==> config.mk <==
export PLATFORM = sky130hd
export DESIGN_NAME = onehot_encoder_pipe
export DESIGN_NICKNAME = d
export VERILOG_FILES = /design/src/rtl/onehot_encoder_pipe.sv
export SDC_FILE = /design/constraint.sdc
export NUM_CORES = 1
export LEC_CHECK = 0
export CAP_MARGIN = 20
export CORE_AREA = 2 2 39 41
export CTS_BUF_LIST = sky130_fd_sc_hd__clkbuf_2
export DETAILED_ROUTE_END_ITERATION = 6
export DIE_AREA = 0 0 41 43
export DONT_BUFFER_PORTS = 1
export PLACE_DENSITY = 0.76
export SETUP_SLACK_MARGIN = 0.1
export SLEW_MARGIN = 15
export SYNTH_ARGS = -nofsm -noshare
export SYNTH_HDL_FRONTEND = slang
export SYNTH_SLANG_ARGS = --single-unit
==> constraint.sdc <==
create_clock -name clk -period 2.45 [get_ports clk]
set_input_delay 0.245 -clock clk [delete_from_list [all_inputs] [get_ports clk]]
set_output_delay 0.245 -clock clk [all_outputs]
set_load 0.01 [all_outputs]
==> src/rtl/onehot_encoder_pipe.sv <==
// onehot_encoder_pipe
// Converts an N-bit one-hot code into its binary index behind a single
// valid/ready register stage. It flags illegal codes and keeps a
// saturating count of the illegal codes it has accepted.
//
// PRIORITY = 0 : strict one-hot. An all-zero code or a code with more than
//                one bit set gives out_bin = 0 and out_err = 1.
// PRIORITY = 1 : the lowest set bit wins. Only an all-zero code is an error.
//
// All out_* signals and err_count are driven directly from registers, so
// no combinational path runs from in_code to any output.
module onehot_encoder_pipe #(
    parameter int N        = 10,
    parameter int PRIORITY = 0,
    parameter int CNT_W    = 8
) (
    input  logic                   clk,
    input  logic                   rst_n,
    input  logic                   in_valid,
    output logic                   in_ready,
    input  logic [N-1:0]           in_code,
    output logic                   out_valid,
    input  logic                   out_ready,
    output logic [$clog2(N)-1:0]   out_bin,
    output logic                   out_err,
    input  logic                   clr_count,
    output logic [CNT_W-1:0]       err_count
);

    localparam int W = $clog2(N);

    localparam logic [N-1:0]     ONE_N    = {{(N-1){1'b0}}, 1'b1};
    localparam logic [CNT_W-1:0] CNT_ONE  = {{(CNT_W-1){1'b0}}, 1'b1};
    localparam logic [CNT_W-1:0] CNT_FULL = {CNT_W{1'b1}};

    logic           r_outValid;
    logic [W-1:0]   r_outBin;
    logic           r_outErr;
    logic [CNT_W-1:0] r_errCount;

    logic           w_inXfer;
    logic           w_anySet;
    logic           w_singleSet;
    logic [W-1:0]   w_lowIdx;
    logic [W-1:0]   w_decBin;
    logic           w_decErr;

    // The stage can take a word when it is empty, or when the word it holds leaves on this edge
    assign in_ready  = !r_outValid || out_ready;
    assign w_inXfer  = in_valid && in_ready;

    // Classify the code: is any bit set, and is exactly one bit set (x & (x-1) clears the lowest set bit)
    assign w_anySet    = (in_code != '0);
    assign w_singleSet = w_anySet && ((in_code & (in_code - ONE_N)) == '0);

    // Find the index of the lowest set bit; scanning downward lets the lowest bit write last and win
    always_comb begin
        w_lowIdx = '0;
        for (int i = N - 1; i >= 0; i--) begin
            if (in_code[i]) begin
                w_lowIdx = W'(i);
            end
        end
    end

    // Choose the decode rule from PRIORITY; any error case forces the index to zero
    always_comb begin
        w_decBin = '0;
        w_decErr = 1'b1;
        if (PRIORITY != 0) begin
            if (w_anySet) begin
                w_decBin = w_lowIdx;
                w_decErr = 1'b0;
            end
        end else begin
            if (w_singleSet) begin
                w_decBin = w_lowIdx;
                w_decErr = 1'b0;
            end
        end
    end

    // Output stage: load on an input transfer, empty on an output-only transfer, otherwise hold
    always_ff @(posedge clk or negedge rst_n) begin
        if (!rst_n) begin
            r_outValid <= 1'b0;
            r_outBin   <= '0;
            r_outErr   <= 1'b0;
        end else if (w_inXfer) begin
            r_outValid <= 1'b1;
            r_outBin   <= w_decBin;
            r_outErr   <= w_decErr;
        end else if (out_ready) begin
            r_outValid <= 1'b0;
        end
    end

    // Error counter: a clear beats an increment; an increment stops at all-ones instead of wrapping
    always_ff @(posedge clk or negedge rst_n) begin
        if (!rst_n) begin
            r_errCount <= '0;
        end else if (clr_count) begin
            r_errCount <= '0;
        end else if (w_inXfer && w_decErr && (r_errCount != CNT_FULL)) begin
            r_errCount <= r_errCount + CNT_ONE;
        end
    end

    assign out_valid = r_outValid;
    assign out_bin   = r_outBin;
    assign out_err   = r_outErr;
    assign err_count = r_errCount;

endmodule

* After elaboration in Yosys (flattened, before gate mapping) *
Cells that the tools add are included.

storage, ports and cells
  memories = 0
  ROM bits = 0
  bits in latches = 0
  register bits after elaboration = 14
  output and inout bits = 15
  RAM bits = 0

cells by class
  bitwise operators = 1
  muxes and demuxes = 16
  equal/unequal tests = 1
  shifts and indexed selects = 0
  reduce and logical (&&, ||, !) cells = 10
  magnitude comparators = 0
  div/mod/pow operators = 0
  add/sub/neg operators = 2
  $mul = 0

operator list
  kind                     number
  $mux W4                  11
  $mux W8                  2
  $and A10 B10 Y10         1
  $logic_not A10 Y1        1
  $reduce_bool A10 Y1      1
  $sub A10 B1 Y10 const B  1
  $add A8 B1 Y8 const B    1
  $ne A8 B8 Y1 const B     1
  $logic_and A1 B1 Y1      4
  $reduce_bool A2 Y1       2
  $mux W1                  3
  $logic_not A1 Y1         1
  $logic_or A1 B1 Y1       1

* Logic depth before layout (Yosys ltp) *
Gate-level depths: netlist (run 1).

  depth after elaboration = 11
  gate-level depth with buffers = 6
  depth with buffers taken out = 6

* Least setup slack after synthesis (run 1) *
OpenSTA, ideal clock, no wires.

  path kind = input port to flip-flop
  start = in in_code[3]
  end = reg r_errCount[5] (netlist: err_count[5])
  data arrival time = 2062 ps
  cell stages on the path = 6
  path buffers = 0
  library setup time = 127 ps
  setup slack = 260 ps
  data required time = 2323 ps
  cells stage by stage = or4_4 > or3_1 > a31o_2 > a21oi_4 > nand4_1 > mux2_1

between the ends
  word-level cells in the longest chain between the ends = 8
  elaborated cells between the ends (all ways) = 9

ends and longest elaborated chain
  what                                line  source
  start, declared                     21    input logic [N-1:0] in_code,
  $sub A10 B1 Y10                     54    assign w_singleSet = w_anySet && ((in_code & (in_code - ONE_N)) == '0);
  $and A10 B10 Y10                    54
  $logic_not A10 Y1                   54
  $logic_and A1 B1 Y1 *               54
  $mux W1 *                           76    if (w_singleSet) begin
  $logic_and A1 B1 Y1 * (2 in a row)  104   end else if (w_inXfer && w_decErr && (r_errCount != CNT_FULL)) begin
  $reduce_bool A2 Y1 (no line) *      -
  end signal, assigned                105   r_errCount <= r_errCount + CNT_ONE;
  end, declared                       39    logic [CNT_W-1:0] r_errCount;

Mark *: on every way between the ends. The rest lies on a longest branch, timed or not.
A chain may end at the register's enable or synchronous reset.

* Worst setup path after layout (run 1) *
  start = reg r_errCount[2] (netlist: err_count[2])
  end = reg r_errCount[5] (netlist: err_count[5])

between the ends
  word-level cells in the longest chain between the ends = 3
  elaborated cells between the ends (all ways) = 6

ends and longest elaborated chain
  what                                                   line
  $add A8 B1 Y8 / $ne A8 B8 Y1 (equally long branches)   105, 104
  $mux W8 / $logic_and A1 B1 Y1 (equally long branches)  104
  $mux W8 / $reduce_bool A2 Y1 (equally long branches)   -

Parallel ways exist; a longest one is shown, timed or not. The select of a mux whose other input is x is not followed.

==> summary.txt, run 1 <==
Setup path
  – Ordered list of cells on the worst path: and3_1, and3_1, a31o_2, a21oi_4, nand4_1, mux2_1
  – Crit end category: register
  – Crit start category: register
  – Arrival time of data at the critical path endpoint: about 2.2 ns
  – Crit-path leading delay family: simple AND/OR/NAND/NOR gates
  – Maximum fanout count along the critical path: 7
  – Total buffers and inverters traversed by the critical path: 0
  – Most repeated library cell on the critical path: sky130_fd_sc_hd__and3_1
  – Critical Path Slowest Stage Cell: sky130_fd_sc_hd__dfrtp_1
  – Data required time at the worst endpoint: roughly 2.6 ns
  – Highest cell delay on the worst timing path: between 0.4 and 0.5 ns
  – Critical path type: reg2reg

Synth
  – Synth warn: 0
  – Synth Cell Area: around 820 um^2
  – Most used DFF post-synth: sky130_fd_sc_hd__dfrtp_1
  – Proportion of synthesized area in mux cells: 0.0942
  – Synthesized-area fraction occupied by xor and xnor cells: 0.0213
  – Synthesized-area fraction occupied by ao, oa, aoi and oai cells: 0.157
  – Combinational family with the most area after synthesis: simple AND/OR/NAND/NOR gates
  – Cell types with the largest area share after synthesis: sky130_fd_sc_hd__dfrtp_1, sky130_fd_sc_hd__mux2_1, sky130_fd_sc_hd__nor2_1
  – Simple-gate area share of the yosys netlist: 0.257
  – Synth unique cells: 31
  – Cells after Synth: 86
  – Async set-reset flop share out of synthesis: 1.00
  – Largest area contributor in the synthesized netlist: sky130_fd_sc_hd__dfrtp_1
  – Syn Nets: between 100 and 150
  – Synth top area share: 0.426
  – Average size of a mapped cell: between 9 and 10 um^2
  – Post-synth EDFFs: 0
  – Register area share after synthesis: 0.426
  – Area share of fa/ha/maj cells after synthesis: 0.0274
  – #FFs+latches synth: 14

Layout
  – Fraction of layout instances using a drive strength above 1: 0.152
  – Synth-to-layout area growth: 8.05%
  – Count of non-filler cells in the finished layout: 108
  – Nets: 110
  – Diodes inserted: 0
  – Fin util: 0.643
  – Area of all placed cells without fillers: 890 um^2

Pwr
  – Net switching power: 105 uW
  – Clock group share of total power: 0.260
  – Total power density per cell area: around 450 nW/um^2
  – Maximum vdd ir drop: about 0.33 mV
  – P_int: around 300 uW
  – Leakage power total: 0.392 nW
  – Part of the total power dissipated in combinational logic: 0.127
  – Proportion of power drawn by flip-flops and latches: 0.613
  – Net switching fraction of the power: 0.265

STA
  – Final hold violations: 0
  – RSZ-0062 raised after global routing: no
  – Setup TNS: 0 ns
  – Worst Max-Slew Pin Slew: between 0.6 and 0.7 ns
  – Number of endpoints failing setup at the final stage: 0
  – Worst-case headroom to the max-slew limit: 0.567
  – Crit share post-route: 0.815
  – Clock Skew: 0.00907 ns
  – Minimum clock period after layout: around 2 ns
  – Achievable frequency: between 500 and 600 MHz
  – Max Slew Vio Count: 0

Route
  – Post-route DRC: 0
  – DR pass1 iterations: 4
  – Total Wirelength: ~1.7 mm
  – Detailed-route vias per instance: between 6 and 7
  – Number of antenna-violating nets in the routed design: 0
  – Initial DRC count: 10
  – Via count: between 600 and 700
  – Average wire per standard cell: roughly 15 um

CTS
  – Clock Root Buffer: sky130_fd_sc_hd__clkbuf_2
  – CTS sink count: 14
  – Clock latency on the worst-skew pair: 0.27 ns
  – Number of buffers between clock root and the deepest sink: 2
  – Clock edge transition at the registers on the reported setup and hold paths: between 0.1 and 0.15 ns
  – TritonCTS clock tree: done
  – Clock H-tree levels: 1
  – Clock buffers created by TritonCTS: 3
  – Buffers inserted during post-CTS setup optimization: 0

Floorplan
  – Die outline width: around 41 um
  – Die ar.: between 1500 and 2000 um^2
  – Overall die height: 43 um
  – Ports: 30
  – Std-Cell Rows: 14
  – Starting density of the core: 0.595
  – Core box area: between 1000 and 1500 um^2

Placed design
  – Placer Congestion: 0.684
  – Buffers added on ports: 0
  – Cell count after placement: between 100 and 150
  – DP Area: about 850 um^2
  – Half-perimeter wire length of the detailed placement result: 1.27 mm

Worst hold path
  – Worst min path class: in2reg

Global route
  – Initial antenna violation count: 0
  – All-Layer GR Usage: 0.206
  – Pin count of the biggest net entering global routing: 15
  – Remaining global-route overflow: 0
  – Number of global-route vias before repair: 570
  – Wire length of the first global-routing pass: ~2.3 mm

Run status
  – Run status: completed

Job
  – Max-cap violations: 0
-- cells by family after synthesis --
group	after synthesis
AOI/OAI and AO/OA	17
xor gates and xnor gates	2
adders and majority gates	2
buffers and inverters	4
DFF	14
muxes	7
and+or+nand+nor	40
-- per-layer routing --
layer | GRT usage | vias to the layer above | wire length [um]
li1 | - | 330 | -
met1 | 0.236 | 313 | 682
met2 | 0.328 | 24 | 846
met3 | 0.0471 | 2 | 116
met4 | 0.120 | 0 | 15
met5 | 0 | - | 0
-- final timing paths --
path / start / end / slack, ns / cells after the start
worst max-delay path: err_count[2] / err_count[5] / 0.45 / 6
worst max register to register: err_count[2] / err_count[5] / 0.45 / 6
min in group asynchronous: rst_n / err_count[3] / 0.42 / 1
worst min-delay path: clr_count / err_count[1] / 0.02 / 1
max in group asynchronous: rst_n / err_count[5] / 1.61 / 1
worst min register to register: out_bin[1] / out_bin[1] / 0.57 / 2
-- cell type report --
type                    count  area (um^2)
well taps                  16         20.0
multi-input cells          68          458
inverters                   3         11.3
fillers                   127          494
clock buffers               3         15.0
flip-flops and latches     14          350
repair buffers              4         35.0
-- power groups by stage --
stage               logic, mW  clock network (mW)  registers, mW
global placement       0.0424                   0          0.248
finish                 0.0505               0.104          0.244
floorplan              0.0361                   0          0.247
detailed placement     0.0435                   0          0.249
global route           0.0577               0.116          0.245
CTS                    0.0494               0.105          0.244
-- per-stage QoR --
step / worst slack, ns / hold WS (ns) / power (mW)
3_3_place_gp: 0.226 / -0.0503 / 0.291
3_5_place_dp: 0.204 / -0.0504 / 0.292
5_1_grt: 0.334 / 0.00937 / 0.419
4_1_cts: 0.454 / 0.00751 / 0.399
6_report: 0.454 / 0.0247 / 0.398
2_1_floorplan: 0.260 / -0.0506 / 0.283
-- sequential cells by signal (all words and copies together), names as in the netlist --
| register | cells |
|---|---|
| out_valid | 1 |
| err_count | 8 |
| out_bin | 4 |
| out_err | 1 |
-- cell usage after synthesis (2+ instances only) --
cell type and count:
sky130_fd_sc_hd__a21oi_1 5, sky130_fd_sc_hd__a31o_2 3, sky130_fd_sc_hd__and3_1 3, sky130_fd_sc_hd__dfrtp_1 14
sky130_fd_sc_hd__inv_1 3, sky130_fd_sc_hd__mux2_1 4, sky130_fd_sc_hd__mux2_2 2, sky130_fd_sc_hd__nand2_1 5
sky130_fd_sc_hd__nand2b_1 4, sky130_fd_sc_hd__nand4_1 4, sky130_fd_sc_hd__nor2_1 11, sky130_fd_sc_hd__nor2b_1 4
sky130_fd_sc_hd__nor3_1 3, sky130_fd_sc_hd__o21ai_0 2, sky130_fd_sc_hd__or3_1 2, sky130_fd_sc_hd__xnor2_1 2
-- worst register-to-register path: stages, from the launching register on --
cell                      delay (ns)
sky130_fd_sc_hd__dfrtp_1        0.48
sky130_fd_sc_hd__and3_1         0.25
sky130_fd_sc_hd__and3_1         0.21
sky130_fd_sc_hd__a31o_2         0.26
sky130_fd_sc_hd__a21oi_4        0.21
sky130_fd_sc_hd__nand4_1        0.14
sky130_fd_sc_hd__mux2_1         0.33
-- layout by cell type (no fill, tap or decap), types with 4 or more instances in the layout --
cell,n
sky130_fd_sc_hd__nor2b_1,4
sky130_fd_sc_hd__nand4_1,4
sky130_fd_sc_hd__nor2_1,11
sky130_fd_sc_hd__dfrtp_1,14
sky130_fd_sc_hd__nand2b_1,4
sky130_fd_sc_hd__a21oi_1,5
sky130_fd_sc_hd__nand2_1,5
sky130_fd_sc_hd__mux2_1,4
-- timing repair --
action | in CTS | in global routing
hold buffers | 1 | 1
hold endpoints to repair | 14 | 2
gates resized for setup | 0 | 0
Note: power is estimated with default switching activity, not from simulation.
==> run 2: changes to the inputs <==
--- a/config.mk
+++ b/config.mk
@@ -6,12 +6,11 @@
 export NUM_CORES = 1
 export LEC_CHECK = 0
 export CAP_MARGIN = 20
-export CORE_AREA = 2 2 39 41
+export CORE_UTILIZATION = 57
 export CTS_BUF_LIST = sky130_fd_sc_hd__clkbuf_2
 export DETAILED_ROUTE_END_ITERATION = 6
-export DIE_AREA = 0 0 41 43
 export DONT_BUFFER_PORTS = 1
-export PLACE_DENSITY = 0.76
+export PLACE_DENSITY = 0.73
 export SETUP_SLACK_MARGIN = 0.1
 export SLEW_MARGIN = 15
 export SYNTH_ARGS = -nofsm -noshare
==> constraint.sdc (replaced) <==
create_clock -name clk -period 1.6 [get_ports clk]
set_input_delay 0.16 -clock clk [delete_from_list [all_inputs] [get_ports clk]]
set_output_delay 0.16 -clock clk [all_outputs]
set_load 0.01 [all_outputs]
==> run 2 against run 1 <==
Effect of this change: the flow now finishes with violations (setup timing); first-iteration DRC count down 20%; global-route usage up 5.8 points; worst hold slack better by 0.0095 ns; clock skew down 0.0036 ns; non-clock buffer count up 19; utilization up 18 points; power up 62%.
==> summary.txt, run 2 (synthesized netlist as in run 1, its figures left out) <==
CTS
  – Clock buffers created by TritonCTS: 3 (unchanged)
  – Clock edge transition at the registers on the reported setup and hold paths: 0.13 ns (about the same)
  – Clock Root Buffer: sky130_fd_sc_hd__clkbuf_2
  – Clock H-tree levels: 1 (unchanged)
  – Number of buffers between clock root and the deepest sink: 2 (unchanged)
  – CTS sink count: 14 (unchanged)
  – Clock latency on the worst-skew pair: 0.28 ns (about the same)
  – TritonCTS clock tree: done

Floorplan
  – Std-Cell Rows: 13 (-1)
  – Core box area: 1320 um^2 (-4.8%)
  – Starting density of the core: 0.625 (+0.0299)
  – Overall die height: 40.0 um (-7.0%)
  – Die ar.: 1600 um^2 (-9.2%)
  – Die outline width: 40.0 um (-2.4%)
  – Ports: 30 (unchanged)

Placed design
  – Cell count after placement: 117 (+14%)
  – Worst slack at placement: -0.476 ns (-0.680 ns)
  – Buffers added on ports: 0 (unchanged)
  – Placer Congestion: 0.688 (+0.58%)
  – Half-perimeter wire length of the detailed placement result: 1.29 mm (+1.9%)

Setup path
  – Crit end category: register
  – Maximum fanout count along the critical path: 6 (-1)
  – Crit Reg-Reg Endpoint: err_count[6]
  – Crit start category: primary input
  – Critical path type: in2reg
  – Ordered list of cells on the worst path: or4_4, or3_1, a31o_2, a21oi_4, nand4_1, mux2_4
  – Critical path endpoint: err_count[6]
  – Arrival time of data at the critical path endpoint: 1.96 ns (-0.20 ns)
  – Critical Path Slowest Stage Cell: sky130_fd_sc_hd__or4_4
  – FF-to-FF setup slack: -0.18 ns (-0.63 ns)
  – Highest cell delay on the worst timing path: 0.53 ns (+0.05 ns)
  – Worst Setup SP: in_code[3]
  – Critical R2R Launch: err_count[3]
  – Data required time at the worst endpoint: 1.78 ns (-0.83 ns)
  – Cell count of the worst reg-to-reg path: 6 (unchanged)

Run status
  – Run status: finished with violations
  – Violations in the final reports: setup timing

Global route
  – Initial antenna violation count: 0 (unchanged)
  – Wire length of the first global-routing pass: 2.66 mm (+14%)
  – All-Layer GR Usage: 0.264 (+0.0582)
  – Number of global-route vias before repair: 698 (+22%)
  – Remaining global-route overflow: 0 (unchanged)
  – Pin count of the biggest net entering global routing: 15 (unchanged)

Route
  – Total Wirelength: 1.88 mm (+13%)
  – Post-route DRC: 0 (unchanged)
  – Via count: 757 (+13%)
  – Detailed-route vias per instance: 5.96 (-3.8%)
  – DR pass1 iterations: 4 (unchanged)
  – Number of antenna-violating nets in the routed design: 0 (unchanged)
  – Initial DRC count: 8 (-2)
  – Average wire per standard cell: 14.8 um (-3.9%)

Layout
  – Nets: 129 (+17%)
  – Synth-to-layout area growth: 32.4%
  – Max reg flops: 8 (unchanged)
  – Diodes inserted: 0 (unchanged)
  – Fraction of layout instances using a drive strength above 1: 0.339 (+0.187)
  – Fin util: 0.827 (+0.184)
  – Count of non-filler cells in the finished layout: 127 (+18%)
  – Leading cell type in the layout, fill and taps excluded: sky130_fd_sc_hd__buf_4
  – Commonest cells after routing, fill and taps aside: sky130_fd_sc_hd__buf_4, sky130_fd_sc_hd__dfrtp_1, sky130_fd_sc_hd__nor2_1

STA
  – Minimum clock period after layout: around 1.8 ns
  – Crit share post-route: 1.12
  – Max Slew Vio Count: 0 (unchanged)
  – Worst Max-Slew Pin Slew: 0.636 ns (-0.0117 ns)
  – Clock Skew: 0.00544 ns (-0.00364 ns)
  – Setup TNS: -0.848 ns (-0.848 ns)
  – Number of endpoints failing setup at the final stage: 8 (+8)
  – Worst-case headroom to the max-slew limit: 0.575 (+0.00782)
  – RSZ-0062 raised after global routing: yes
  – Achievable frequency: 560 MHz
  – Final hold violations: 0 (unchanged)
  – Final setup slack of the worst path: -0.186 ns (-0.640 ns)

Job
  – Max-cap violations: 0 (unchanged)

Pwr
  – Total power density per cell area: 590 nW/um^2 (+32%)
  – Maximum vdd ir drop: 0.532 mV (+61%)
  – Leakage power total: 0.504 nW (+29%)
  – Final Power: 643 uW (+62%)

Worst hold path
  – Worst min path class: in2reg
  – Worst hold path cell count: 2 (+1)
run 2: timing repair:
item	4_1_cts	5_1_grt
endpoints found under the hold margin	18	0
buffers inserted	1	2
pin swaps	5	5
setup endpoints to repair	11	12
hold buffers	3	0
gates resized for setup	4	6
run 2: how the worst min path moves through the flow:
| stage | from | to | slack (ns) |
|---|---|---|---|
| 2_1_floorplan | rst_n | err_count[0] | -0.14 |
| 5_1_grt | in_code[0] | out_bin[1] | 0.02 |
| 3_3_place_gp | rst_n | err_count[4] | -0.14 |
| 4_1_cts | in_code[0] | out_bin[1] | 0.05 |
| 3_5_place_dp | rst_n | err_count[2] | -0.14 |
| 6_report | in_code[0] | out_bin[1] | 0.03 |
run 2: layout make-up:
cell class,count,area (um^2)
timing repair buffer,23,184
inverter,3,11.3
fill,85,228
multi-input combinational,68,507
clock buffer,3,15.0
tap,15,18.8
clock inverter,1,3.75
sequential,14,350
run 2: layer usage:
metal	global-route usage	routed length, um
met1	0.274	698
met2	0.472	998
met3	0.0833	129
met4	0.129	51
met5	0	0
run 2: through the flow:
step	hold WS (ns)	area (um^2)
final	0.0342	1090
after global routing	0.0187	1090
after CTS	0.0467	1040
after detailed placement	-0.135	966
after global placement	-0.135	966
after floorplan	-0.136	823
run 2: report_power, final:
group	switching (mW)	internal [mW]	leakage, nW
logic	0.0577	0.0537	0.304
clock network	0.114	0.0543	0.0140
registers	0.00349	0.360	0.186
total	0.175	0.468	0.504
run 2: worst max-delay path: cells and delay by family:
kind            cells  cell delay (ns)
simple gates        3             1.06
compound gates      2             0.43
mux                 1             0.32
==> run 3: changes to the inputs <==
--- a/config.mk
+++ b/config.mk
@@ -12,7 +12,6 @@
 export DONT_BUFFER_PORTS = 1
 export PLACE_DENSITY = 0.73
 export SETUP_SLACK_MARGIN = 0.1
-export SLEW_MARGIN = 15
 export SYNTH_ARGS = -nofsm -noshare
 export SYNTH_HDL_FRONTEND = slang
 export SYNTH_SLANG_ARGS = --single-unit
==> results of run 3 <==
Final layout, timing and power as in run 2 (identical DEF).
